===== config.mk =====
export PLATFORM = sky130hd
export DESIGN_NAME = regfile_sb
export DESIGN_NICKNAME = d
export VERILOG_FILES = /design/src/rtl/core_pkg.sv /design/src/rtl/regfile_busy_tracker.sv /design/src/rtl/regfile_sb.sv
export SDC_FILE = /design/constraint.sdc
export NUM_CORES = 2
export LEC_CHECK = 0
export ABC_AREA = 1
export CORE_UTILIZATION = 55
export DETAILED_ROUTE_END_ITERATION = 8
export HOLD_SLACK_MARGIN = 0.02
export PLACE_DENSITY_LB_ADDON = 0.08
export SLEW_MARGIN = 5
export SYNTH_ARGS = -nofsm -noshare
export SYNTH_HDL_FRONTEND = slang
export SYNTH_HIERARCHICAL = 1
export SYNTH_SLANG_ARGS = --single-unit

===== constraint.sdc =====
create_clock -name clk -period 31.3 [get_ports clk]
set_clock_uncertainty 0.2 [all_clocks]
set_input_delay 4.695 -clock clk [delete_from_list [all_inputs] [get_ports clk]]
set_output_delay 4.695 -clock clk [all_outputs]
set_load 0.005 [all_outputs]

===== src/rtl/core_pkg.sv =====
// Shared core definitions: datapath width, register count and register-address type.
// Used by decode, issue, write-back and the register file.
package core_pkg;

    localparam int unsigned XLEN  = 32;
    localparam int unsigned NREGS = 32;
    localparam int unsigned AW    = $clog2(NREGS);

    typedef logic [AW-1:0] reg_addr_t;

endpackage


===== src/rtl/regfile_busy_tracker.sv =====
// Busy-bit scoreboard for the register file.
// Ports:
//   i_clk, i_rst          clock, asynchronous active-high reset
//   i_wr_en, i_wr_addr    write-back that clears a busy bit
//   i_iss_en, i_iss_addr  issue request that sets a busy bit
//   o_iss_ok_c            issue accepted this cycle (combinational)
//   o_busy                raw busy vector, one bit per register
//   o_busy_cnt            registered count of busy bits
module regfile_busy_tracker #(
    parameter  int unsigned NREGS    = core_pkg::NREGS,
    parameter  int unsigned ZERO_REG = 1,
    localparam int unsigned AW       = $clog2(NREGS),
    localparam int unsigned CW       = $clog2(NREGS + 1)
) (
    input  logic             i_clk,
    input  logic             i_rst,
    input  logic             i_wr_en,
    input  logic [AW-1:0]    i_wr_addr,
    input  logic             i_iss_en,
    input  logic [AW-1:0]    i_iss_addr,
    output logic             o_iss_ok_c,
    output logic [NREGS-1:0] o_busy,
    output logic [CW-1:0]    o_busy_cnt
);

    logic [NREGS-1:0] r_busy;
    logic [CW-1:0]    r_busy_cnt;
    logic [NREGS-1:0] w_busy_nxt;
    logic [CW-1:0]    w_cnt_nxt;
    logic             w_iss_ok;
    logic             w_set;
    logic             w_clr;
    logic             w_iss_zero;

    assign w_iss_zero = (ZERO_REG != 0) && (i_iss_addr == '0);

    // A pending write-back to the same register frees it in time for a new producer.
    assign w_iss_ok = i_iss_en && (!r_busy[i_iss_addr] || (i_wr_en && (i_wr_addr == i_iss_addr)));
    assign w_set    = w_iss_ok && !w_iss_zero;
    assign w_clr    = i_wr_en && r_busy[i_wr_addr];

    // Clear first, then set, so an issue to the register being written back wins.
    // The set target is never already busy unless it is also being cleared,
    // so the count moves by exactly set - clr.
    always_comb begin
        w_busy_nxt = r_busy;
        if (w_clr) begin
            w_busy_nxt[i_wr_addr] = 1'b0;
        end
        if (w_set) begin
            w_busy_nxt[i_iss_addr] = 1'b1;
        end
        w_cnt_nxt = r_busy_cnt + CW'(w_set) - CW'(w_clr);
    end

    always_ff @(posedge i_clk or posedge i_rst) begin
        if (i_rst) begin
            r_busy     <= '0;
            r_busy_cnt <= '0;
        end else begin
            r_busy     <= w_busy_nxt;
            r_busy_cnt <= w_cnt_nxt;
        end
    end

    assign o_iss_ok_c = w_iss_ok;
    assign o_busy     = r_busy;
    assign o_busy_cnt = r_busy_cnt;

endmodule


===== src/rtl/regfile_sb.sv =====
// Integer register file with write-back bypass and a busy-bit scoreboard.
// Ports:
//   clk, rst                   clock, asynchronous active-high reset
//   rd_addr/rd_data/rd_busy    NRP combinational read ports with RAW hazard flag
//   wr_en/wr_addr/wr_data      write-back port (posedge)
//   iss_en/iss_addr/iss_ok     issue port; iss_ok is combinational
//   busy_cnt                   number of registers currently busy
module regfile_sb #(
    parameter  int unsigned XLEN     = core_pkg::XLEN,
    parameter  int unsigned NREGS    = core_pkg::NREGS,
    parameter  int unsigned NRP      = 2,
    parameter  int unsigned ZERO_REG = 1,
    localparam int unsigned AW       = $clog2(NREGS),
    localparam int unsigned CW       = $clog2(NREGS + 1)
) (
    input  logic                clk,
    input  logic                rst,
    input  logic [NRP*AW-1:0]   rd_addr,
    output logic [NRP*XLEN-1:0] rd_data,
    output logic [NRP-1:0]      rd_busy,
    input  logic                wr_en,
    input  logic [AW-1:0]       wr_addr,
    input  logic [XLEN-1:0]     wr_data,
    input  logic                iss_en,
    input  logic [AW-1:0]       iss_addr,
    output logic                iss_ok,
    output logic [CW-1:0]       busy_cnt
);

    logic [XLEN-1:0]  r_regs [NREGS];
    logic [NREGS-1:0] w_busy;
    logic             w_wr_zero;

    assign w_wr_zero = (ZERO_REG != 0) && (wr_addr == '0);

    regfile_busy_tracker #(
        .NREGS    (NREGS),
        .ZERO_REG (ZERO_REG)
    ) u_busy (
        .i_clk      (clk),
        .i_rst      (rst),
        .i_wr_en    (wr_en),
        .i_wr_addr  (wr_addr),
        .i_iss_en   (iss_en),
        .i_iss_addr (iss_addr),
        .o_iss_ok_c (iss_ok),
        .o_busy     (w_busy),
        .o_busy_cnt (busy_cnt)
    );

    // Data array write port
    always_ff @(posedge clk or posedge rst) begin
        if (rst) begin
            for (int i = 0; i < int'(NREGS); i++) begin
                r_regs[i] <= '0;
            end
        end else if (wr_en && !w_wr_zero) begin
            r_regs[wr_addr] <= wr_data;
        end
    end

    // Read ports: zero register, then write-back bypass, then storage.
    for (genvar k = 0; k < int'(NRP); k++) begin : g_rd
        logic [AW-1:0] w_addr;
        logic          w_zero;
        logic          w_byp;

        assign w_addr = rd_addr[k*AW +: AW];
        assign w_zero = (ZERO_REG != 0) && (w_addr == '0);
        assign w_byp  = wr_en && (wr_addr == w_addr);

        assign rd_data[k*XLEN +: XLEN] = w_zero ? '0 : (w_byp ? wr_data : r_regs[w_addr]);
        // The arriving write-back resolves the hazard in the same cycle.
        assign rd_busy[k] = !w_zero && w_busy[w_addr] && !w_byp;
    end

endmodule


==> results.yml <==
yosys:
  synth_cells: 8764
  synth_seq_cells: 1062
  synth_area_per_cell_um2: 7.02
  yosysTopAreaCell: "dfrtp_1"
  yosysTopAreaCellShare: 0.432
  synth_area_leaders: "dfrtp_1 43%, nand2_1 16%, o21ai_0 11%, nand3_1 6.6%, o211ai_1 4.4%"
  syn-num-nets: 8827
  syn_area_um2: 61500
  yosysSeqAreaShare: 0.432
  ys_types: 39
  yosys_warnings: 6
pwr:
  power.switching_mw: 1.35
  power_density_nw_per_um2: 63.5
  comb_power_share: 0.205
  leakage_nw: 31.1
  seq_power_share: 0.432
  internal_power_mw: 2.87
  finalPower_mw: 4.23
  ir_drop_mv: 0.0468
  p_sw_frac: 0.320
  clkPwrFrac: 0.364
hold_path:
  hold_class: "reg -> reg"
clocking:
  numCtsBuffers: 121
  cts_setup_buffers: 0
  clk_pin_slew_ns: 0.06
  clk_latency_ns: 0.72
  htreeDepth: 3
  cts_tree: "yes"
  clock_sinks: 1062
  root_buffer: "clkbuf_16"
  post_cts_resized: 0
  hold_buffers: 0
  cts_buffer_depth: 3
die:
  core-area_um2: 111000
  die_h_um: 336
  io_pins: 129
  die_area_um2: 113000
  dieWidth_um: 336
  initial_core_util: 0.555
  rows: 122
grt:
  grt_overflow: 0
  grt_max_degree: 217
  antenna_found_initial: 5
  grt_usage: 0.407
  grt_pass1_vias: 55800
  grt_pass1_wl_mm: 348
routing:
  dr.first_iter.drc_count: 8888
  viasPerCell: 6.19
  remaining_drc_errors: 0
  vias: 61500
  drt-total-wl_mm: 232
  postRouteAntennaNets: 0
  wl_per_cell_um: 23.4
  firstDrtPassIters: 8
sta:
  fmax_ghz: 0.0679
  post-route-period-util: 0.470
  slew_viol_final: 0
  maxSlewHeadroom: 0.0819
  rsz0062_at_grt: "no"
  setup_tns_ns: 0
  setup_viol: 0
  period_needed_ns: 14.73
  hold_viol: 0
  worst_slew_pin_slew_ns: 1.37
  hold_ws_ns: 0.197
placed_design:
  dpl.cell_count: 9709
  port_buffers: 128
  placed_cell_area_um2: 62300
  dpl.hpwl_mm: 121
  place_congestion: 0.901
run:
  timing.max_cap.violations: 0
layout:
  nNetsFinal: 8407
  syn_to_final_growth_pct: 8.27
  final_cell_mix: "2542 x nand2_1, 1394 x o21ai_0, 1062 x dfrtp_1"
  drive_gt1_frac: 0.0558
  layout_commonest_cell: "nand2_1"
  fin_area_um2: 66600
  fin_cells: 9929
setup_path:
  crit_arrival_ns: 9.83
  crit_path_start_kind: "primary input"
  worstSetupPathType: "in -> out"
  worstPathMaxFanout: 191
  worstPathRequired_ns: 26.41
  end_kind: "output port"
outcome:
  status: "complete, no violations"
final timing paths:
kind	from	to	slack, ns	depth (start not counted)
worst max register to register	u_busy/o_busy[5]	u_busy/o_busy_cnt[4]	28.05	18
min in group asynchronous	rst	r_regs[546]	4.21	2
worst max-delay path	rd_addr[5]	rd_data[49]	16.57	13
worst min-delay path	r_regs[1022]	r_regs[1022]	0.20	0
max in group asynchronous	rst	r_regs[402]	23.60	5
worst min register to register	r_regs[1022]	r_regs[1022]	0.20	0
kinds of logic (layout without fill, tap and decap cells):
| kind of cell | count (synthesis) | after routing | synth area share |
|---|---|---|---|
| xor gates and xnor gates | 6 | 6 | 0.000855 |
| AOI/OAI and AO/OA | 2258 | 2258 | 0.199 |
| buffers and inverters | 1428 | 1104 | 0.0950 |
| DFF | 1062 | 1062 | 0.432 |
| and+or+nand+nor | 4003 | 4003 | 0.272 |
| adders and majority gates | 7 | 7 | 0.00155 |
| other | 0 | 1 | 0 |
synthesized netlist by cell type (all sizes together):
cell type  count
a211oi         1
a21boi         1
a21oi        414
a31oi          1
buf          311
clkbuf       452
clkinv         1
dfrtp       1062
fa             1
ha             6
inv          664
nand2       2572
nand3        840
nand3b         4
nand4         40
nor2         466
nor3          27
o211ai       358
o21ai       1474
o22ai          9
or2           54
xnor2          1
xor2           5
per-stage QoR:
step,worst slack (ns),util
5_1_grt,16.43,0.601
2_1_floorplan,12.29,-
3_3_place_gp,16.87,0.562
4_1_cts,16.84,0.601
3_5_place_dp,16.85,0.562
6_report,16.57,0.601
per-layer routing:
metal / vias up / part of all wire / track usage
met1: 29100 / 0.40 / 0.573
li1: 27900 / - / -
met4: 8 / 0.054 / 0.197
met5: - / 0.00024 / 0
met2: 3740 / 0.41 / 0.589
met3: 751 / 0.13 / 0.0958
worst max-delay path, cell delays in order:
cell	delay [ns]
buf_8	0.23
buf_4	0.50
buf_12	0.68
buf_4	0.88
buf_4	0.81
or2_2	0.23
nand3_1	0.06
nand3_1	0.12
nand3_1	0.10
nand3_1	0.12
nand2_1	0.07
a21oi_1	0.47
clkdlybuf4s50_1	0.62
state kept, by name, indices dropped and copies added (netlist names):
register and flops:
u_busy/o_busy_cnt 6, r_regs 1024, u_busy/o_busy 32
area by class of cell:
| type | count | area (µm²) |
|---|---|---|
| diodes | 1 | 2.50 |
| multi-input cells | 6274 | 29300 |
| well taps | 1488 | 1860 |
| clock inverters | 49 | 722 |
| fillers | 10400 | 44200 |
| inverters | 665 | 2530 |
| repair buffers | 220 | 2070 |
| flip-flops and latches | 1062 | 26600 |
| clock buffers | 170 | 3550 |
power by group through the flow:
stage / clock network [mW] / logic [mW] / registers (mW)
after floorplan: 0 / 0.633 / 1.79
after global placement: 0 / 0.823 / 1.83
after detailed placement: 0 / 0.848 / 1.83
after CTS: 1.54 / 0.853 / 1.81
after global routing: 1.60 / 0.982 / 1.85
final: 1.54 / 0.865 / 1.82
Power figures use the tool's default switching activity.
